### src/rtl/accel_lsu_port.sv
// Accelerator load/store port: one base+offset access at a time, issued as a single
// req/gnt/rvalid transaction on the data memory bus, answered with a one-cycle lsu_done.
module accel_lsu_port #(
  parameter int unsigned GNT_TIMEOUT = 255
) (
  input  logic        clk,
  input  logic        rst,
  input  logic        lsu_ren,
  input  logic        lsu_wen,
  input  logic [1:0]  lsu_type,
  input  logic [31:0] lsu_addr_base,
  input  logic [31:0] lsu_addr_offset,
  input  logic [31:0] lsu_wdata,
  output logic        lsu_done,
  output logic [31:0] lsu_rdata,
  output logic        lsu_err,
  output logic        mem_req,
  input  logic        mem_gnt,
  output logic        mem_we,
  output logic [3:0]  mem_be,
  output logic [31:0] mem_addr,
  output logic [31:0] mem_wdata,
  input  logic        mem_rvalid,
  input  logic [31:0] mem_rdata
);

  localparam logic [1:0] DATA_BYTE = 2'b00;
  localparam logic [1:0] DATA_HALF = 2'b01;
  localparam logic [1:0] DATA_WORD = 2'b10;
  localparam logic [7:0] CNT_LAST  = 8'(GNT_TIMEOUT - 1);

  typedef enum logic [1:0] {IDLE, REQ, WAIT_RV, RESP} state_t;

  state_t      state, state_n;
  logic [7:0]  cnt, cnt_n;
  logic [1:0]  ea_lo, ea_lo_n;
  logic [1:0]  typ, typ_n;
  logic        is_store, is_store_n;
  logic        done_n, err_n, req_n, we_n;
  logic [3:0]  be_n;
  logic [31:0] addr_n, wdata_n, rdata_n;

  logic [31:0] ea;
  logic        bad;
  logic [3:0]  be_calc;
  logic [31:0] wd_calc;
  logic [31:0] rsh;
  logic [31:0] load_data;

  assign ea = lsu_addr_base + lsu_addr_offset;

  // request decode on the live inputs; only consumed in the IDLE acceptance cycle
  always_comb begin
    bad = (lsu_ren & lsu_wen) | (lsu_type == 2'b11) |
          ((lsu_type == DATA_HALF) & ea[0]) |
          ((lsu_type == DATA_WORD) & (ea[1:0] != 2'b00));
    case (lsu_type)
      DATA_BYTE: begin
        be_calc = 4'b0001 << ea[1:0];
        wd_calc = {4{lsu_wdata[7:0]}};
      end
      DATA_HALF: begin
        be_calc = 4'b0011 << ea[1:0];
        wd_calc = {2{lsu_wdata[15:0]}};
      end
      default: begin
        be_calc = 4'b1111;
        wd_calc = lsu_wdata;
      end
    endcase
  end

  always_comb begin
    rsh = mem_rdata >> {ea_lo, 3'b000};
    case (typ)
      DATA_BYTE: load_data = {24'h0, rsh[7:0]};
      DATA_HALF: load_data = {16'h0, rsh[15:0]};
      default:   load_data = rsh;
    endcase
  end

  always_comb begin
    state_n    = state;
    cnt_n      = cnt;
    ea_lo_n    = ea_lo;
    typ_n      = typ;
    is_store_n = is_store;
    done_n     = 1'b0;
    err_n      = 1'b0;
    rdata_n    = 32'h0;
    req_n      = mem_req;
    we_n       = mem_we;
    be_n       = mem_be;
    addr_n     = mem_addr;
    wdata_n    = mem_wdata;
    case (state)
      IDLE: begin
        if (lsu_ren | lsu_wen) begin
          ea_lo_n    = ea[1:0];
          typ_n      = lsu_type;
          is_store_n = lsu_wen;
          if (bad) begin
            state_n = RESP;
            done_n  = 1'b1;
            err_n   = 1'b1;
          end else begin
            state_n = REQ;
            cnt_n   = 8'h0;
            req_n   = 1'b1;
            we_n    = lsu_wen;
            be_n    = be_calc;
            addr_n  = {ea[31:2], 2'b00};
            wdata_n = wd_calc;
          end
        end
      end
      REQ: begin
        if (mem_gnt) begin
          state_n = WAIT_RV;
          req_n   = 1'b0;
          we_n    = 1'b0;
        end else if (cnt == CNT_LAST) begin
          state_n = RESP;
          req_n   = 1'b0;
          we_n    = 1'b0;
          done_n  = 1'b1;
          err_n   = 1'b1;
        end else begin
          cnt_n = cnt + 8'd1;
        end
      end
      WAIT_RV: begin
        if (mem_rvalid) begin
          state_n = RESP;
          done_n  = 1'b1;
          if (!is_store) rdata_n = load_data;
        end
      end
      default: state_n = IDLE;
    endcase
  end

  always_ff @(posedge clk or posedge rst) begin
    if (rst) begin
      state     <= IDLE;
      cnt       <= 8'h0;
      ea_lo     <= 2'b00;
      typ       <= 2'b00;
      is_store  <= 1'b0;
      lsu_done  <= 1'b0;
      lsu_err   <= 1'b0;
      lsu_rdata <= 32'h0;
      mem_req   <= 1'b0;
      mem_we    <= 1'b0;
      mem_be    <= 4'h0;
      mem_addr  <= 32'h0;
      mem_wdata <= 32'h0;
    end else begin
      state     <= state_n;
      cnt       <= cnt_n;
      ea_lo     <= ea_lo_n;
      typ       <= typ_n;
      is_store  <= is_store_n;
      lsu_done  <= done_n;
      lsu_err   <= err_n;
      lsu_rdata <= rdata_n;
      mem_req   <= req_n;
      mem_we    <= we_n;
      mem_be    <= be_n;
      mem_addr  <= addr_n;
      mem_wdata <= wdata_n;
    end
  end

endmodule
### config.mk
export PLATFORM = sky130hd
export DESIGN_NAME = accel_lsu_port
export DESIGN_NICKNAME = d
export VERILOG_FILES = /design/src/rtl/accel_lsu_port.sv
export SDC_FILE = /design/constraint.sdc
export NUM_CORES = 1
export LEC_CHECK = 0
export ABC_AREA = 0
export CORE_MARGIN = 5
export CORE_UTILIZATION = 42
export DETAILED_ROUTE_END_ITERATION = 10
export GPL_TIMING_DRIVEN = 0
export PLACE_DENSITY = 0.75
export SYNTH_ARGS = -nofsm -noshare
export SYNTH_HDL_FRONTEND = slang
export SYNTH_SLANG_ARGS = --single-unit
### constraint.sdc
create_clock -name clk -period 8.28 [get_ports clk]
set_input_delay 0.828 -clock clk [delete_from_list [all_inputs] [get_ports clk]]
set_output_delay 0.828 -clock clk [all_outputs]
set_load 0.03 [all_outputs]
==> flow_summary.ini <==
[floorplan]
chipHeight_um = 139
die_area_mm2 = 0.0193
rows = 47
fp.coreArea_mm2 = 0.0165
die_w_um = 139
ios = 240
start_util_pct = 42.5

[finish]
fin_util_pct = 62.2
drive_gt1_share_pct = 6.29
final_design_area_no_fill_mm2 = 0.0102
syn2layout_area_growth_pct = 46.5
n_antenna_cell = 0
nets = 1195

[yosys]
yosys_register_bits = 117
synth_area_leaders = dfrtp_1, ha_1, mux2i_1
synth_edf_count = 0
synth_top_area_share_pct = 41.9
avgSynthCellArea_um2 = 9.13
synth_cell_types = 66
yosysSeqAreaShare_pct = 41.9
synth_ff_type = dfrtp_1
synth_top_area_cell = dfrtp_1
synth-async-reset-ratio_pct = 100
netlist_area_mm2 = 0.00699
ys.warnings.count = 0
synthCells = 766

[worst_setup_path]
reg2reg_setup_slack_ns = 5.45
worst-setup-path-type = in2reg
crit_start = lsu_addr_base[0]
start_kind = input pin
r2r.worst_path.cells = 8
reg2reg_from = state[0]
reg2reg_to = mem_wdata[17]
worstPathRequired_ns = 8.54
critical_path.max_fanout = 10
setup.worst_path.end_class = flop
critPathArrivalTime_ns = 3.99

[drt]
drt_iter0_drc = 384
wirelength_um = 22500
ant_nets = 0
vias = 6753
drt-pass1-iter-count = 5
wl_per_cell_um = 17.9
drc_errors = 0
viasPerCell = 5.39

[clocking]
clk_latency_ns = 0.41
htreeDepth = 4
clockBufferDepth = 2
post_cts_buffers = 0
clkTransAtPathRegs_ns = 0.06
cts_resized = 0
cts_tree = yes
clkSinkCount = 117
numCtsBuffers = 17
hold_buffers = 0
cts-root-buf = clkbuf_16

[timing]
period_needed_ns = 3.74
hold_viol_final = 0
rsz0062_at_grt = no
tightest_slew_ns = 0.879
period_share_pct = 45.1
setup_tns_ns = 0
slew_headroom_pct = 41.2
fin_ws_ns = 4.54
clock_skew_ns = 0.00902
setup_viol = 0
fmax_mhz = 268
final_max_slew_viol_count = 0

[hold_path]
holdPathStages = 2
min_to = is_store
min_path_type = reg2reg
min-delay-start = is_store

[grt]
grt_pass1_wl_um = 36000
gr-total-overflow = 0
grt_pass1_vias = 6822
grt.total_usage_pct = 23.0
antenna_found_initial = 0
grt_max_degree = 63

[placement]
portBuffers = 234
dp_hpwl_um = 17100
dpl_worst_slack_ns = 4.10
gp_congestion = 0.899
place_area_mm2 = 0.00965

[pwr]
p_total_w = 0.00311
powerDensity_mw_per_mm2 = 303
leakage_nw = 4.48
peakVddDrop_mv = 0.182

[job]
max-cap-violations = 0

[outcome]
status = completed
==> metrics by stage <==
step                hold slack, ns  instances
floorplan                    0.437        767
global placement             0.452       1221
detailed placement           0.455       1222
CTS                          0.468       1254
global route                 0.489       1254
finish                       0.466       1254
==> cells in the mapped netlist, types with 4 or more instances <==
cell type and count:
inv_1 13, a21o_1 21, buf_1 6, a31oi_1 4, xnor2_1 14, o22a_1 4
nor2b_1 13, a211o_1 4, o21a_1 8, o21bai_1 7, buf_2 15, nand2b_1 9
nand3_1 15, o31ai_1 4, nor3_1 5, clkbuf_1 26, nor2_1 85, xor2_1 10
mux2_2 4, nand4_1 14, o211ai_1 7, and3_1 8, a21oi_1 68, mux2i_1 41
nand2_1 87, a211oi_1 22, o21ai_1 6, o21ai_0 33, and2_1 9, ha_1 37
dfrtp_1 117
==> how the worst max path moves through the flow <==
stage / endpoint / slack (ns) / cells past startpoint
final: mem_wdata[17] / 4.54 / 9
after global routing: mem_wdata[17] / 4.37 / 9
after CTS: mem_wdata[17] / 4.52 / 9
after detailed placement: mem_wdata[17] / 4.10 / 9
after global placement: mem_addr[29] / 2.59 / 2
after floorplan: cnt[0] / 4.35 / 1
==> registers in the layout (all words and copies together), names as in the netlist, 2 cells and up <==
signal     flops
ea_lo          2
mem_be         4
mem_addr      30
state          2
lsu_rdata     32
mem_wdata     32
typ            2
cnt            8
==> area by class of cell <==
type	count	area [um^2]
clock inverter	11	126
timing repair buffer	235	2370
multi-input combinational	587	3810
clock buffer	21	470
fill	1437	6220
inverter	13	53.8
tap	220	275
sequential	117	2930
buffer	50	215
==> worst max-delay path: stages <==
cell,delay (ns)
clkdlybuf4s50_1,0.40
ha_1,0.24
fa_1,0.59
o21a_1,0.22
o22a_1,0.25
a211oi_4,0.42
buf_2,0.35
buf_1,0.52
a21oi_1,0.15
==> routing by layer <==
layer	routed length, um	up-vias	part of all wire (%)	global-route usage [%]
li1	-	3250	-	-
met1	9780	3208	43	29.7
met2	10700	260	48	38.4
met3	1380	35	6.1	4.41
met4	601	0	2.7	8.55
met5	0	-	0	0
==> kinds of logic (layout without fill, tap and decap cells) <==
logic type / after synthesis / count (layout) / share of synthesized area (%)
AND/OR/NAND/NOR: 259 / 259 / 16.9
AO/OA/AOI/OAI: 219 / 219 / 20.9
flip-flops: 117 / 117 / 41.9
buffers and inverters: 63 / 330 / 3.77
multiplexers: 45 / 45 / 6.51
adder cells (fa/ha/maj): 38 / 38 / 6.91
XOR/XNOR: 24 / 24 / 3.01
other: 1 / 2 / 0.0536
==> cell usage in the layout (no fill, tap or decap), types with 22 or more instances in the layout <==
cell type / count
clkdlybuf4s50_1: 234
mux2i_1: 41
o21ai_0: 33
nand2_1: 87
a21oi_1: 68
dfrtp_1: 117
ha_1: 37
a211oi_1: 22
clkbuf_1: 27
nor2_1: 85
==> report_power, final <==
part | internal (W) | total, W | switching, W | leakage, nW
registers | 0.000765 | 0.000877 | 0.000112 | 1.48
logic | 0.000604 | 0.00150 | 0.000892 | 2.72
clock network | 0.000467 | 0.000733 | 0.000266 | 0.281
Power figures use the tool's default switching activity.
